==> config.mk <==
export PLATFORM = sky130hd
export DESIGN_NAME = imem_program_loader
export DESIGN_NICKNAME = d
export VERILOG_FILES = /design/src/rtl/imem_loader_pkg.sv /design/src/rtl/loader_byte_packer.sv /design/src/rtl/imem_program_loader.sv
export SDC_FILE = /design/constraint.sdc
export NUM_CORES = 1
export LEC_CHECK = 0
export BUFFER_PORTS_ARGS = -buffer_cell sky130_fd_sc_hd__buf_4
export CAP_MARGIN = 20
export CORE_MARGIN = 2
export CORE_UTILIZATION = 36
export DETAILED_ROUTE_END_ITERATION = 6
export GPL_ROUTABILITY_DRIVEN = 0
export GPL_TIMING_DRIVEN = 1
export PLACE_DENSITY = 0.56
export SLEW_MARGIN = 20
export SYNTH_ARGS = -nofsm -noshare
export SYNTH_HDL_FRONTEND = slang
export SYNTH_SLANG_ARGS = --single-unit
==> constraint.sdc <==
create_clock -name clk -period 5.9 [get_ports clk]
set_input_delay 0.59 -clock clk [delete_from_list [all_inputs] [get_ports clk]]
set_output_delay 0.59 -clock clk [all_outputs]
set_load 0.05 [all_outputs]
==> src/rtl/imem_loader_pkg.sv <==
// -----------------------------------------------------------------------------
// imem_loader_pkg
// Shared types and helpers for the instruction-memory program loader.
//   loader_state_t  : loader FSM states
//   BYTES_PER_WORD  : bytes per assembled 32-bit word
//   shift_in_byte() : little-endian word assembly step
// -----------------------------------------------------------------------------
package imem_loader_pkg;

    typedef enum logic [2:0] {
        HDR   = 3'd0,
        LOAD  = 3'd1,
        CSUM  = 3'd2,
        HOLD  = 3'd3,
        RUN   = 3'd4,
        ERROR = 3'd5
    } loader_state_t;

    localparam int BYTES_PER_WORD = 4;

    // Bytes arrive least-significant first. Each new byte enters at the top,
    // so after four bytes the first one has moved down to bits 7:0.
    function automatic logic [31:0] shift_in_byte(input logic [31:0] word,
                                                  input logic [7:0]  b);
        return {b, word[31:8]};
    endfunction

endpackage

==> src/rtl/loader_byte_packer.sv <==
// -----------------------------------------------------------------------------
// loader_byte_packer
// Collects accepted stream bytes into little-endian 32-bit words.
// Ports:
//   clk, rst        : clock, synchronous active-high reset
//   clear_i         : drop any partial word and restart at byte 0
//   byte_vld_i      : a byte is accepted this cycle
//   byte_i          : the accepted byte
//   word_o          : assembled word (valid together with word_valid_o)
//   word_valid_o    : 1-cycle pulse in the cycle the 4th byte is accepted
// -----------------------------------------------------------------------------
module loader_byte_packer
    import imem_loader_pkg::*;
(
    input  logic        clk,
    input  logic        rst,
    input  logic        clear_i,
    input  logic        byte_vld_i,
    input  logic [7:0]  byte_i,
    output logic [31:0] word_o,
    output logic        word_valid_o
);

    localparam int CW = $clog2(BYTES_PER_WORD);

    logic [CW-1:0] cnt_q, cnt_d;
    logic [31:0]   sh_q, sh_d;
    logic [31:0]   assembled;

    // The word is presented combinationally with the final byte so the
    // parent can register the write strobe on that same edge.
    assign assembled    = shift_in_byte(sh_q, byte_i);
    assign word_o       = assembled;
    assign word_valid_o = byte_vld_i && !clear_i &&
                          (cnt_q == CW'(BYTES_PER_WORD - 1));

    always_comb begin
        cnt_d = cnt_q;
        sh_d  = sh_q;
        if (clear_i) begin
            cnt_d = '0;
            sh_d  = '0;
        end else if (byte_vld_i) begin
            cnt_d = cnt_q + CW'(1);
            sh_d  = assembled;
        end
    end

    always_ff @(posedge clk) begin
        if (rst) begin
            cnt_q <= '0;
            sh_q  <= '0;
        end else begin
            cnt_q <= cnt_d;
            sh_q  <= sh_d;
        end
    end

endmodule

==> src/rtl/imem_program_loader.sv <==
// -----------------------------------------------------------------------------
// imem_program_loader
// Loads a program into the core's instruction memory from a byte stream and
// keeps the core in reset until the program is complete.
// Stream format: 4-byte LE word count N, then N LE instruction words.
// Optional feature: define LOADER_CHECKSUM_EN to require a trailing 4-byte LE
// checksum (mod-2^32 sum of all words); a mismatch lands in ERROR.
// Ports:
//   clk, rst     : clock, synchronous active-high reset
//   s_valid/s_data/s_ready : byte stream handshake
//   reload       : pulse; restarts loading from RUN or ERROR
//   dbg_wr_en/dbg_addr/dbg_instr : instruction-memory write port
//   cpu_rst      : core reset, high except in RUN
//   load_done    : high in RUN
//   load_err     : high in ERROR
// -----------------------------------------------------------------------------
module imem_program_loader
    import imem_loader_pkg::*;
#(
    parameter int          XLEN      = 32,
    parameter int unsigned BASE_ADDR = 0,
    parameter int          MAX_WORDS = 1024,
    parameter int          RST_HOLD  = 4
) (
    input  logic            clk,
    input  logic            rst,
    input  logic            s_valid,
    input  logic [7:0]      s_data,
    output logic            s_ready,
    input  logic            reload,
    output logic            dbg_wr_en,
    output logic [XLEN-1:0] dbg_addr,
    output logic [XLEN-1:0] dbg_instr,
    output logic            cpu_rst,
    output logic            load_done,
    output logic            load_err
);

    localparam int              WCW   = $clog2(MAX_WORDS + 1);
    localparam int              HCW   = (RST_HOLD > 1) ? $clog2(RST_HOLD) : 1;
    localparam logic [XLEN-1:0] BASE  = XLEN'(BASE_ADDR);
    localparam logic [31:0]     MAX_N = 32'(MAX_WORDS);

`ifdef LOADER_CHECKSUM_EN
    localparam loader_state_t AFTER_LOAD = CSUM;
`else
    localparam loader_state_t AFTER_LOAD = HOLD;
`endif

    loader_state_t   state_q, state_d;
    logic [WCW-1:0]  n_q, n_d;
    logic [WCW-1:0]  wcnt_q, wcnt_d;
    logic [HCW-1:0]  hold_q, hold_d;
    logic            s_ready_q, s_ready_d;
    logic            cpu_rst_q, cpu_rst_d;
    logic            done_q, done_d;
    logic            err_q, err_d;
    logic            wr_en_q, wr_en_d;
    logic [XLEN-1:0] addr_q, addr_d;
    logic [XLEN-1:0] instr_q, instr_d;
`ifdef LOADER_CHECKSUM_EN
    logic [31:0]     csum_q, csum_d;
`endif

    logic            byte_acc;
    logic            pk_clear;
    logic [31:0]     pk_word;
    logic            pk_valid;

    // s_ready_q only ever is 1 in HDR/LOAD/CSUM, so no state gating needed.
    assign byte_acc = s_valid && s_ready_q;

    loader_byte_packer u_packer (
        .clk          (clk),
        .rst          (rst),
        .clear_i      (pk_clear),
        .byte_vld_i   (byte_acc),
        .byte_i       (s_data),
        .word_o       (pk_word),
        .word_valid_o (pk_valid)
    );

    always_comb begin
        state_d  = state_q;
        n_d      = n_q;
        wcnt_d   = wcnt_q;
        hold_d   = hold_q;
        wr_en_d  = 1'b0;
        addr_d   = addr_q;
        instr_d  = instr_q;
        pk_clear = 1'b0;
`ifdef LOADER_CHECKSUM_EN
        csum_d   = csum_q;
`endif

        case (state_q)
            HDR: begin
`ifdef LOADER_CHECKSUM_EN
                csum_d = '0;
`endif
                if (pk_valid) begin
                    if (pk_word > MAX_N) begin
                        state_d = ERROR;
                    end else begin
                        n_d     = pk_word[WCW-1:0];
                        state_d = (pk_word == 32'd0) ? AFTER_LOAD : LOAD;
                    end
                end
            end

            LOAD: begin
                if (pk_valid) begin
                    wr_en_d = 1'b1;
                    instr_d = XLEN'(pk_word);
                    // Address wraps modulo 2^XLEN by construction.
                    addr_d  = BASE + (XLEN'(wcnt_q) << 2);
                    wcnt_d  = wcnt_q + WCW'(1);
`ifdef LOADER_CHECKSUM_EN
                    csum_d  = csum_q + pk_word;
`endif
                    if (wcnt_d == n_q) state_d = AFTER_LOAD;
                end
            end

`ifdef LOADER_CHECKSUM_EN
            CSUM: begin
                if (pk_valid) state_d = (pk_word == csum_q) ? HOLD : ERROR;
            end
`endif

            // First HOLD cycle is the cycle of the final write strobe, so
            // RUN begins exactly RST_HOLD cycles after that strobe.
            HOLD: begin
                if (hold_q == HCW'(RST_HOLD - 1)) state_d = RUN;
                else                              hold_d  = hold_q + HCW'(1);
            end

            RUN, ERROR: begin
                if (reload) begin
                    state_d  = HDR;
                    n_d      = '0;
                    wcnt_d   = '0;
                    hold_d   = '0;
                    addr_d   = BASE;
                    pk_clear = 1'b1;
                end
            end

            default: state_d = HDR;
        endcase

        // Outputs are registered off the next state so they line up with it.
        s_ready_d = (state_d == HDR) || (state_d == LOAD) || (state_d == CSUM);
        cpu_rst_d = (state_d != RUN);
        done_d    = (state_d == RUN);
        err_d     = (state_d == ERROR);
    end

    always_ff @(posedge clk) begin
        if (rst) begin
            state_q   <= HDR;
            n_q       <= '0;
            wcnt_q    <= '0;
            hold_q    <= '0;
            s_ready_q <= 1'b0;
            cpu_rst_q <= 1'b1;
            done_q    <= 1'b0;
            err_q     <= 1'b0;
            wr_en_q   <= 1'b0;
            addr_q    <= BASE;
            instr_q   <= '0;
`ifdef LOADER_CHECKSUM_EN
            csum_q    <= '0;
`endif
        end else begin
            state_q   <= state_d;
            n_q       <= n_d;
            wcnt_q    <= wcnt_d;
            hold_q    <= hold_d;
            s_ready_q <= s_ready_d;
            cpu_rst_q <= cpu_rst_d;
            done_q    <= done_d;
            err_q     <= err_d;
            wr_en_q   <= wr_en_d;
            addr_q    <= addr_d;
            instr_q   <= instr_d;
`ifdef LOADER_CHECKSUM_EN
            csum_q    <= csum_d;
`endif
        end
    end

    assign s_ready   = s_ready_q;
    assign cpu_rst   = cpu_rst_q;
    assign load_done = done_q;
    assign load_err  = err_q;
    assign dbg_wr_en = wr_en_q;
    assign dbg_addr  = addr_q;
    assign dbg_instr = instr_q;

endmodule

==> flow_metrics.tcl <==
set metrics [dict create \
    gr-total-overflow 0 \
    routedWlPerCell_um 13.9 \
    placed_area_mm2 0.00484 \
    hold-path-cell-count 2 \
    die-area_mm2 0.0133 \
    slowest_delay_ps 780 \
    cts_tree "built" \
    reg2reg_depth 7 \
    ctsResizeCount 0 \
    crit_required_ps 6140 \
    insertion_delay_ps 340 \
    die-width_um 115 \
    hold_end "dbg_instr[28]$_SDFFE_PP0P_" \
    cts_buffer_depth 2 \
    io_buffers 59 \
    place_ws_ps 2900 \
    ant_nets 0 \
    dr.first_iter.drc_count 190 \
    hold_class "reg2reg" \
    worstPathCellList "and2_1 > nand4_1 > buf_4 > a211o_1 > nor4_1 > a31oi_1 > and3b_1" \
    ys_ff_latch 101 \
    crit_fanout 59 \
    antenna-diode-count 0 \
    root_buffer "clkbuf_16" \
    wirelength_um 10400 \
    hold_viol_final 0 \
    drive_above_1_share 0.146 \
    rows 40 \
    cts.sinks 101 \
    fin_cells 750 \
    finalSetupViolations 0 \
    cap_violations 0 \
    start_util 0.370 \
    synth_edf_count 0 \
    max-vdd-ir-drop_mv 0.187 \
    cp-end-kind "flip-flop" \
    num_vias 3779 \
    die_h_um 115 \
    reg2reg_slack_ps 3190 \
    synth_seq_area_share 0.455 \
    htreeDepth 3 \
    fin_area_mm2 0.00512 \
    cts_buffers 9 \
    cp.arrival_ps 2940 \
    crit_type "reg2reg" \
    skew_ps 4.20 \
    period_minus_slack_ps 2710 \
    nFillCells 1252 \
    min-delay-start "dbg_instr[28]$_SDFFE_PP0P_" \
    drc_errors 0 \
    dr.pass1.iters 4 \
    synth_ff_type "dfxtp_1" \
    syn_inst 564 \
    grt_pass1_vias 3586 \
    grt_pass1_wl_um 17300 \
    postLayoutSetupSlackWorst_ps 3190 \
    dpl.hpwl_um 7110 \
    async_flop_share 0 \
    grt_usage 0.162 \
    rsz0062_at_grt "false" \
    tns_ps 0 \
    place_inst 733 \
    finalCritPeriodShare 0.459 \
    synth_warnings 0 \
    drv_slew 0 \
    fmax_mhz 369 \
    grt_start_max_net_pins 75 \
    total_power_uw 1300 \
    nNetsFinal 613 \
    relSlewSlack 0.347 \
    postCtsSetupRepairBufs 0 \
    leakage_uw 0.00198 \
    ys_types 51 \
    syn_avg_cell_area_um2 7.88 \
    core_area_mm2 0.0120 \
    slowest_stage "and2_1" \
    reg2reg_from "s_ready$_SDFF_PP0_" \
    vias_per_cell 5.04 \
    crit_path_start_kind "flip-flop" \
    pin_count 81 \
    r2r-end "s_ready$_SDFF_PP0_" \
    worst_slew_pin_slew_ps 980 \
    areaGrowthSynthToFinish_pct 15.1 \
    syn-cell-area_mm2 0.00445 \
    powerDensity_mw_per_mm2 255 \
    status "finished, final reports clean" \
    cts.clk_slew.worst_paths_ps 70 \
    grt_antenna_before_repair 0 \
    cts_hold_buf 0 \
]
==> where the power goes <==
group	internal (uW)	leakage (uW)	switching [uW]
logic	12.0	0.00104	56.7
clock network	287	0.000126	257
registers	686	0.000815	5.36
total	985	0.00198	319
==> synthesized netlist by cell type (2+ instances only) <==
cell / instances / area share
nand4_1: 3 / 0.0042
xor2_1: 5 / 0.0098
a22oi_1: 2 / 0.0034
or3_1: 2 / 0.0028
nor2b_1: 2 / 0.0028
nor2_1: 38 / 0.032
o2bb2ai_1: 2 / 0.0039
buf_4: 25 / 0.042
nand2b_1: 2 / 0.0028
nor3_1: 10 / 0.011
clkbuf_1: 25 / 0.021
buf_1: 4 / 0.0034
a21o_1: 2 / 0.0034
a21oi_1: 82 / 0.092
and2_1: 12 / 0.017
o21ai_0: 9 / 0.010
xnor2_1: 10 / 0.020
nor4_1: 10 / 0.014
nand2_1: 152 / 0.13
a311oi_1: 2 / 0.0039
nand3_1: 17 / 0.019
buf_2: 4 / 0.0045
and3_1: 4 / 0.0056
mux2i_1: 11 / 0.025
dfxtp_1: 101 / 0.45
ha_1: 3 / 0.0084
==> area by class of cell <==
type	count	area [um2]	area share
multi-input cells	421	2160	0.422
flip-flops and latches	101	2020	0.395
repair buffers	63	477	0.0931
clock buffers	11	233	0.0455
well taps	147	184	0.0359
clock inverters	5	37.5	0.00733
inverters	2	7.51	0.00147
==> layout by cell type (no fill, tap or decap), types with 2 or more instances in the layout <==
cell        Yosys  routed
o2bb2ai_1       2       2
conb_1          1      21
nor3_1         10      10
clkinv_4        0       2
buf_4          25      62
a311oi_1        2       2
or3_1           2       2
ha_1            3       3
nor2_1         38      38
dfxtp_1       101     101
xor2_1          5       5
clkbuf_1       25       2
nand3_1        17      17
nand4_1         3       3
and3_1          4       4
clkbuf_16       0       9
nor4_1         10      10
o21ai_0         9       9
a22oi_1         2       2
clkinvlp_4      0       2
mux2i_1        11      11
nand2_1       152     152
nor2b_1         2       2
nand2b_1        2       2
a21oi_1        82      82
and2_1         12      12
xnor2_1        10      10
a21o_1          2       2
==> cell families (layout without fill, tap and decap cells) <==
kind of cell	Yosys count	after routing	synth area share
simple gates	259	259	0.253
compound gates	111	111	0.147
flops	101	101	0.455
buf+inv	62	81	0.0785
xor+xnor	15	15	0.0295
mux	12	12	0.0281
fa+ha+maj	3	3	0.00844
other cells	1	21	0.000843
==> state kept, by name, indices dropped and copies added (netlist names) <==
| signal | flops |
|---|---|
| state_q | 3 |
| load_done | 1 |
| cpu_rst | 1 |
| dbg_wr_en | 1 |
| n_q | 11 |
| hold_q | 2 |
| load_err | 1 |
| u_packer.sh_q | 24 |
| wcnt_q | 11 |
| dbg_addr | 11 |
| s_ready | 1 |
| dbg_instr | 32 |
| u_packer.cnt_q | 2 |
==> worst max-delay path: cells and delay by family, from the launching register on <==
family,cells,cell delay [ps]
buffers and inverters,1,370
AOI/OAI and AO/OA,2,450
DFF,1,390
and+or+nand+nor,4,1380
==> routing by layer <==
layer	global-route usage	up-vias	routed length, um	share of wire
li1	-	1911	-	-
met1	0.194	1763	4690	0.45
met2	0.280	85	5060	0.49
met3	0.0443	20	449	0.043
met4	0.0562	0	218	0.021
met5	0	-	0	0
==> per-stage QoR <==
step	utilization	hold slack (ps)
2_1_floorplan	-	440
3_5_place_dp	0.403	450
4_1_cts	0.425	460
6_report	0.426	458
3_3_place_gp	0.403	444
5_1_grt	0.426	473
==> worst max path at each step <==
stage | slack, ps | cells after the start | to | startpoint
after floorplan | 3870 | 7 | s_ready$_SDFF_PP0_ | s_ready$_SDFF_PP0_
after global placement | 2960 | 8 | s_ready$_SDFF_PP0_ | s_valid
after detailed placement | 2900 | 8 | s_ready$_SDFF_PP0_ | s_valid
after CTS | 3180 | 7 | s_ready$_SDFF_PP0_ | s_ready$_SDFF_PP0_
after global routing | 2910 | 7 | s_ready$_SDFF_PP0_ | s_ready$_SDFF_PP0_
final | 3190 | 7 | s_ready$_SDFF_PP0_ | s_ready$_SDFF_PP0_
Note: power is estimated with default switching activity, not from simulation.
